**config.mk**
```make
export PLATFORM = sky130hd
export DESIGN_NAME = mem_ctrl
export DESIGN_NICKNAME = d
export VERILOG_FILES = /design/src/rtl/mem_ctrl_pkg.sv /design/src/rtl/mem_ctrl.sv
export SDC_FILE = /design/constraint.sdc
export NUM_CORES = 1
export LEC_CHECK = 0
export BUFFER_PORTS_ARGS = -buffer_cell sky130_fd_sc_hd__clkbuf_2
export CAP_MARGIN = 20
export CORE_MARGIN = 2
export CORE_UTILIZATION = 60
export DETAILED_ROUTE_END_ITERATION = 7
export PLACE_DENSITY = 0.86
export SLEW_MARGIN = 20
export SYNTH_ARGS = -nofsm -noshare
export SYNTH_HDL_FRONTEND = slang
export SYNTH_SLANG_ARGS = --single-unit
```
**constraint.sdc**
```tcl
create_clock -name clk -period 5 [get_ports clk]
set_clock_uncertainty 0.2 [all_clocks]
set_input_delay 0.25 -clock clk [delete_from_list [all_inputs] [get_ports clk]]
set_output_delay 0.25 -clock clk [all_outputs]
set_load 0.01 [all_outputs]
```
**src/rtl/mem_ctrl_pkg.sv**
```systemverilog
// Shared CPU memory-access definitions: access sizes, controller states, byte-count helper.
package mem_ctrl_pkg;

   localparam int unsigned XLEN   = 32;
   localparam int unsigned BYTE_W = 8;
   localparam int unsigned IDX_W  = 2;

   typedef enum logic [1:0] {
      SZ_WORD = 2'd0,
      SZ_RSVD = 2'd1,
      SZ_HALF = 2'd2,
      SZ_BYTE = 2'd3
   } size_e;

   typedef enum logic [1:0] {
      IDLE  = 2'd0,
      READ  = 2'd1,
      WRITE = 2'd2,
      DONE  = 2'd3
   } state_e;

   // Index of the last byte lane touched by an access of the given size (reserved acts as word).
   function automatic logic [IDX_W-1:0] last_index(input size_e sz);
      case (sz)
         SZ_HALF: last_index = 2'd1;
         SZ_BYTE: last_index = 2'd0;
         default: last_index = 2'd3;
      endcase
   endfunction

endpackage

```
**src/rtl/mem_ctrl.sv**
```systemverilog
// Byte-serial memory controller arbitrating MEM-stage and fetch requests onto an 8-bit RAM port.
module mem_ctrl
   import mem_ctrl_pkg::*;
(
   input  logic              clk,
   input  logic              rst,
   input  logic              mm_e,
   input  logic [XLEN-1:0]   mm_a,
   input  logic              mm_wr,
   input  logic [1:0]        mm_cu,
   input  logic [XLEN-1:0]   mm_n_i,
   output logic [XLEN-1:0]   mm_n_o,
   output logic              mm_ok,
   input  logic              if_e,
   input  logic [XLEN-1:0]   if_a,
   output logic [XLEN-1:0]   if_n_o,
   output logic              if_ok,
   input  logic [BYTE_W-1:0] mem_din,
   output logic [BYTE_W-1:0] mem_dout,
   output logic [XLEN-1:0]   mem_a,
   output logic              mem_wr
);

   state_e            state;
   logic [IDX_W-1:0]  cnt;
   logic [IDX_W-1:0]  last_q;
   logic              primed;
   logic              owner_if;
   logic [XLEN-1:0]   addr_q;
   logic [XLEN-1:0]   wdata_q;
   logic [XLEN-1:0]   rbuf;

   logic [IDX_W-1:0]  cnt_nxt;
   logic [IDX_W:0]    issue_nxt;
   logic [XLEN-1:0]   rbuf_ins;
   logic [BYTE_W-1:0] wbyte_nxt;

   // Next byte index, next read byte to issue, read buffer with current lane filled, next write byte.
   always_comb begin
      cnt_nxt   = cnt + 2'd1;
      issue_nxt = 3'(cnt) + 3'd2;
      rbuf_ins  = rbuf;
      rbuf_ins[{cnt, 3'b000} +: BYTE_W] = mem_din;
      wbyte_nxt = 8'(wdata_q >> {cnt_nxt, 3'b000});
   end

   // Controller FSM with registered RAM-side and requester-side outputs.
   always_ff @(posedge clk) begin
      if (rst) begin
         state    <= IDLE;
         cnt      <= '0;
         last_q   <= '0;
         primed   <= 1'b0;
         owner_if <= 1'b0;
         addr_q   <= '0;
         wdata_q  <= '0;
         rbuf     <= '0;
         mm_n_o   <= '0;
         mm_ok    <= 1'b0;
         if_n_o   <= '0;
         if_ok    <= 1'b0;
         mem_dout <= '0;
         mem_a    <= '0;
         mem_wr   <= 1'b0;
      end else begin
         mm_ok <= 1'b0;
         if_ok <= 1'b0;
         case (state)
            IDLE: begin
               if (mm_e || if_e) begin
                  owner_if <= !mm_e;
                  addr_q   <= mm_e ? mm_a : if_a;
                  last_q   <= mm_e ? last_index(size_e'(mm_cu)) : last_index(SZ_WORD);
                  wdata_q  <= mm_n_i;
                  cnt      <= '0;
                  primed   <= 1'b0;
                  rbuf     <= '0;
                  mem_a    <= mm_e ? mm_a : if_a;
                  if (mm_e && mm_wr) begin
                     state    <= WRITE;
                     mem_wr   <= 1'b1;
                     mem_dout <= mm_n_i[BYTE_W-1:0];
                  end else begin
                     state <= READ;
                  end
               end
            end
            READ: begin
               if (owner_if && !if_e) begin
                  // Fetch withdrawn: drop it silently.
                  state <= IDLE;
                  mem_a <= '0;
               end else if (!primed) begin
                  // First byte is still in flight; only issue the second address.
                  primed <= 1'b1;
                  mem_a  <= (last_q != 2'd0) ? addr_q + 32'd1 : '0;
               end else begin
                  rbuf <= rbuf_ins;
                  if (cnt == last_q) begin
                     state <= DONE;
                     mem_a <= '0;
                     if (owner_if) begin
                        if_n_o <= rbuf_ins;
                        if_ok  <= 1'b1;
                     end else begin
                        mm_n_o <= rbuf_ins;
                        mm_ok  <= 1'b1;
                     end
                  end else begin
                     cnt   <= cnt_nxt;
                     mem_a <= (issue_nxt <= {1'b0, last_q}) ? addr_q + 32'(issue_nxt) : '0;
                  end
               end
            end
            WRITE: begin
               if (cnt == last_q) begin
                  state    <= DONE;
                  mm_ok    <= 1'b1;
                  mem_wr   <= 1'b0;
                  mem_a    <= '0;
                  mem_dout <= '0;
               end else begin
                  cnt      <= cnt_nxt;
                  mem_a    <= addr_q + 32'(cnt_nxt);
                  mem_dout <= wbyte_nxt;
               end
            end
            DONE: begin
               state <= IDLE;
            end
            default: begin
               state <= IDLE;
            end
         endcase
      end
   end

endmodule

```
==> flow_summary.html <==
<table>
<tr><th>Metric</th><th>Value</th></tr>
<tr><th colspan="2">Clocking</th></tr>
<tr><td>Number of buffers created by CTS</td><td>22</td></tr>
<tr><td>Post-cts gate resize count</td><td>0</td></tr>
<tr><td>CTS Sinks</td><td>between 200 and 250</td></tr>
<tr><td>Maximum number of buffers from clock root to sink</td><td>3</td></tr>
<tr><td>Post-CTS setup-driven buffer insertion count</td><td>0</td></tr>
<tr><td>Clk slew on worst S/H paths</td><td>0.06 ns</td></tr>
<tr><td>Clock tree from TritonCTS</td><td>done</td></tr>
<tr><td>Hold_buf cts</td><td>slightly above 90</td></tr>
<tr><td>CTS Root Buffer Type</td><td>clkbuf_16</td></tr>
<tr><td>H-tree Lvls</td><td>1</td></tr>
<tr><td>Clock latency on the worst-skew pair</td><td>0.51 ns</td></tr>
<tr><th colspan="2">Pwr</th></tr>
<tr><td>Switching Fraction</td><td>43.1%</td></tr>
<tr><td>Power Dens Cells</td><td>508 nW/um^2</td></tr>
<tr><td>Peak supply drop</td><td>approximately 0.36 mV</td></tr>
<tr><td>Reg power frac</td><td>34.9%</td></tr>
<tr><td>Power share of the clock group</td><td>23.5%</td></tr>
<tr><td>Combinational cell fraction of total power</td><td>roughly two fifths</td></tr>
<tr><td>Switching power</td><td>between 2 and 3 mW</td></tr>
<tr><td>Internal power of the cells</td><td>between 3 and 4 mW</td></tr>
<tr><td>Leak Pwr</td><td>5.25 nW</td></tr>
<tr><th colspan="2">Cells and area</th></tr>
<tr><td>Util after Layout</td><td>~76%</td></tr>
<tr><td>Count of nets after finishing</td><td>1727</td></tr>
<tr><td>Post-route standard cell area excluding fillers</td><td>between 10000 and 15000 sq um</td></tr>
<tr><td>Number of standard cells in the layout, taps in and fillers out</td><td>approximately 1800</td></tr>
<tr><td>Area of the multi-input gates</td><td>between 6000 and 7000 sq um</td></tr>
<tr><td>Area added between synthesis and finish</td><td>23.8%</td></tr>
<tr><td>Filler cell count in the final layout</td><td>~1300</td></tr>
<tr><td>Share of layout cells above drive strength 1</td><td>18.3%</td></tr>
<tr><td>Number of diodes added for antenna fixing</td><td>0</td></tr>
<tr><td>Sequential cell area</td><td>4220 sq um</td></tr>
<tr><th colspan="2">Timing</th></tr>
<tr><td>Transition time of the tightest slew-check pin</td><td>1.06 ns</td></tr>
<tr><td>Highest achievable clock rate</td><td>257 MHz</td></tr>
<tr><td>Number of failing setup endpoints in the final timing report</td><td>0</td></tr>
<tr><td>Fin crit share</td><td>78.0%</td></tr>
<tr><td>Setup TNS</td><td>0 ns</td></tr>
<tr><td>Worst slack on hold paths</td><td>-0.0212 ns</td></tr>
<tr><td>Worst max-slew margin expressed relative to the limit</td><td>29.3%</td></tr>
<tr><td>Clock period minus worst slack</td><td>3.90 ns</td></tr>
<tr><td>RSZ-0062 raised after global routing</td><td>no</td></tr>
<tr><td>Fin. Hold Viols</td><td>1</td></tr>
<tr><td>Fin. max-slew vios</td><td>0</td></tr>
<tr><th colspan="2">Placement</th></tr>
<tr><td>Placed Cells</td><td>1710</td></tr>
<tr><td>Total placed instance area</td><td>12000 sq um</td></tr>
<tr><td>HPWL after detailed placement</td><td>about 23 mm</td></tr>
<tr><td>PortBufs</td><td>217</td></tr>
<tr><td>Placer's final routability congestion estimate</td><td>about 1.0</td></tr>
<tr><th colspan="2">Critical path</th></tr>
<tr><td>Sort of element at the end of the critical path</td><td>flip-flop</td></tr>
<tr><td>CP startpoint kind</td><td>flip-flop</td></tr>
<tr><td>Critical path's slowest cell</td><td>ha_1</td></tr>
<tr><td>Largest stage delay, worst path</td><td>0.75 ns</td></tr>
<tr><td>Maximum fanout along the worst path</td><td>13</td></tr>
<tr><td>Source of the worst register-to-register timing path</td><td>cnt[1]$_SDFFE_PP0P_</td></tr>
<tr><td>Data arrival at the endpoint of the critical path</td><td>4.06 ns</td></tr>
<tr><td>Critical-path cell list</td><td>inv_1, ha_1, inv_1, fa_1, and3b_1, nand4_1, xnor2_1, a21oi_1, o311a_1, nor3_1</td></tr>
<tr><td>Startpoint-to-endpoint class of the critical path</td><td>reg2reg</td></tr>
<tr><td>First element of the critical path</td><td>cnt[1]$_SDFFE_PP0P_</td></tr>
<tr><td>Critical path's most frequent cell</td><td>inv_1</td></tr>
<tr><td>Req. time, crit path</td><td>5.16 ns</td></tr>
<tr><th colspan="2">GRT</th></tr>
<tr><td>Number of global-route vias before repair</td><td>11300</td></tr>
<tr><td>Maximum number of pins on one net before global-route repair</td><td>111</td></tr>
<tr><td>Total global-route track usage</td><td>36.4%</td></tr>
<tr><td>Antenna violations before repair</td><td>0</td></tr>
<tr><td>Wire length of the first global-routing pass</td><td>58.6 mm</td></tr>
<tr><td>Overflow left after global routing</td><td>0</td></tr>
<tr><th colspan="2">Hold path</th></tr>
<tr><td>Min-delay worst type</td><td>in2reg</td></tr>
<tr><td>Startpoint of the worst hold path</td><td>if_a[18]</td></tr>
<tr><th colspan="2">Floorplanning</th></tr>
<tr><td>Die Area</td><td>between 15000 and 20000 sq um</td></tr>
<tr><td>Starting Density</td><td>around 61%</td></tr>
<tr><td>Floorplan core area</td><td>around 18000 sq um</td></tr>
<tr><td>Rows</td><td>49</td></tr>
<tr><td>Chip height</td><td>140 um</td></tr>
<tr><td>Count of boundary I/O pins</td><td>about 220</td></tr>
<tr><td>Die boundary width</td><td>approximately 140 um</td></tr>
<tr><th colspan="2">Run status</th></tr>
<tr><td>Result of the run</td><td>complete, but fails checks</td></tr>
<tr><td>Failing checks</td><td>negative hold slack</td></tr>
<tr><th colspan="2">Routing</th></tr>
<tr><td>First DRT Iteration DRCs</td><td>~1400</td></tr>
<tr><td>Via density per instance</td><td>6.48</td></tr>
<tr><td>Total via count in the routed design</td><td>11900</td></tr>
<tr><td>Total wirelength of the detailed-routed design</td><td>between 30 and 40 mm</td></tr>
<tr><td>Drt wl/cell</td><td>about 20 um</td></tr>
<tr><td>Remaining antenna violation count</td><td>0</td></tr>
<tr><td>Remaining design rule violation count</td><td>0</td></tr>
<tr><td>Count of TritonRoute iterations in the first routing pass</td><td>6</td></tr>
<tr><th colspan="2">Synth</th></tr>
<tr><td>Post-synth cell types</td><td>75</td></tr>
<tr><td>Count of synthesis-stage warnings from yosys</td><td>0</td></tr>
<tr><td>Number of register bits inferred by synthesis</td><td>between 200 and 250</td></tr>
<tr><td>Netlist area before placement</td><td>between 10000 and 15000 sq um</td></tr>
<tr><td>Number of enable flip-flop cells after synthesis</td><td>0</td></tr>
<tr><td>Sequential cell area fraction in the yosys report</td><td>between 30% and 40%</td></tr>
<tr><td>Asr flop ratio synth</td><td>0%</td></tr>
<tr><td>Main flop type after synthesis</td><td>dfxtp_1</td></tr>
<tr><td>Cells after Synth</td><td>1372</td></tr>
<tr><td>Synth Net Count</td><td>1502</td></tr>
<tr><td>Mapped Avg Cell Area</td><td>approximately 8.0 sq um</td></tr>
<tr><th colspan="2">Run</th></tr>
<tr><td>Count of max-cap constraint violations</td><td>0</td></tr>
</table>
==> per-layer routing <==
metal | vias to the layer above | global-route usage, % | part of all wire (%)
met1 | 5556 | 49.4 | 40
met2 | 799 | 59.0 | 46
met4 | 0 | 10.9 | 2.8
met3 | 96 | 7.30 | 11
met5 | - | 0 | 0
li1 | 5473 | - | -
==> layout by cell type, fill, tap and decap left out, types with 5 or more instances in the layout <==
| cell type | count |
|---|---|
| nor2_1 | 169 |
| and4_1 | 11 |
| nor2b_1 | 39 |
| clkbuf_8 | 5 |
| a31oi_1 | 11 |
| and2_1 | 6 |
| mux2i_1 | 33 |
| ha_1 | 17 |
| xor2_1 | 7 |
| nand3_1 | 28 |
| nand4_1 | 16 |
| dfxtp_1 | 211 |
| a311o_1 | 5 |
| clkbuf_1 | 5 |
| or4_1 | 8 |
| o221ai_1 | 8 |
| a22oi_1 | 5 |
| o211ai_1 | 11 |
| a21oi_1 | 181 |
| mux4_2 | 8 |
| and3_1 | 6 |
| a221oi_1 | 12 |
| dlygate4sd3_1 | 92 |
| nor3_1 | 63 |
| xnor2_1 | 20 |
| inv_1 | 18 |
| o21ai_0 | 35 |
| a211oi_1 | 107 |
| o22ai_1 | 9 |
| nor3b_1 | 7 |
| nand2_1 | 111 |
| a311oi_1 | 6 |
| clkbuf_2 | 216 |
| buf_4 | 17 |
| clkbuf_16 | 22 |
| nor4_1 | 6 |
==> state kept, by name, indices dropped and copies added (netlist names) <==
name / cells
addr_q: 32
cnt: 2
if_n_o: 32
if_ok: 1
last_q: 2
mem_a: 32
mem_dout: 8
mem_wr: 1
mm_n_o: 32
mm_ok: 1
owner_if: 1
primed: 1
rbuf: 32
state: 2
wdata_q: 32
==> final timing paths <==
check,endpoint,depth (start not counted),slack [ns]
max,mem_a[12]$_SDFFE_PP0P_,10,1.10
min,addr_q[18]$_SDFFE_PP0P_,3,-0.02
max reg2reg,mem_a[12]$_SDFFE_PP0P_,10,1.10
min reg2reg,wdata_q[0]$_SDFFE_PP0P_,2,0.25
==> layout make-up <==
type	instances	area share [%]
Timing Repair Buffer	326	15.7
Tap cell	229	2.10
Multi-Input combinational cell	1016	45.6
Inverter	20	0.549
Clock inverter	7	0.540
Clock buffer	32	4.67
Sequential cell	211	30.9
==> metrics by stage <==
step | worst slack (ns) | total power [mW]
3_5_place_dp | 1.19 | 5.13
4_1_cts | 1.12 | 6.81
2_1_floorplan | 2.13 | 4.31
6_report | 1.10 | 6.95
3_3_place_gp | 1.33 | 5.06
5_1_grt | 0.896 | 7.29
==> synth_stat cells (20+ instances only) <==
library cell,count,area (sq um)
a211oi_1,107,803
a21oi_1,181,906
buf_2,31,155
clkbuf_1,81,304
dfxtp_1,211,4220
mux2i_1,33,330
nand2_1,111,417
nand3_1,28,140
nor2_1,170,638
nor2b_1,39,244
nor3_1,64,320
o21ai_0,35,175
xnor2_1,20,175
==> worst max-delay path, delay by kind of cell, from the launching register on <==
kind,cells,cell delay (ns)
buffers and inverters,2,0.40
xor gates and xnor gates,1,0.17
DFF,1,0.43
and+or+nand+nor,3,0.87
AOI/OAI and AO/OA,2,0.41
adders and majority gates,2,1.25
==> kinds of logic (layout without fill, tap and decap cells) <==
group / after synthesis / in the layout / share of synthesized area, %
compound gates: 436 / 436 / 25.5
flops: 211 / 211 / 38.3
xor+xnor: 27 / 27 / 2.14
simple gates: 492 / 492 / 21.4
fa+ha+maj: 19 / 19 / 2.29
buf+inv: 145 / 385 / 5.59
mux: 42 / 42 / 4.73
==> power groups by stage <==
stage          Sequential (mW)  Combinational [mW]  Clock, mW
2_1_floorplan             2.29                2.02          0
6_report                  2.43                2.89       1.63
4_1_cts                   2.40                2.79       1.62
3_3_place_gp              2.43                2.63          0
5_1_grt                   2.46                3.14       1.70
3_5_place_dp              2.43                2.70          0
No activity file was read; power rests on OpenSTA's default activity.
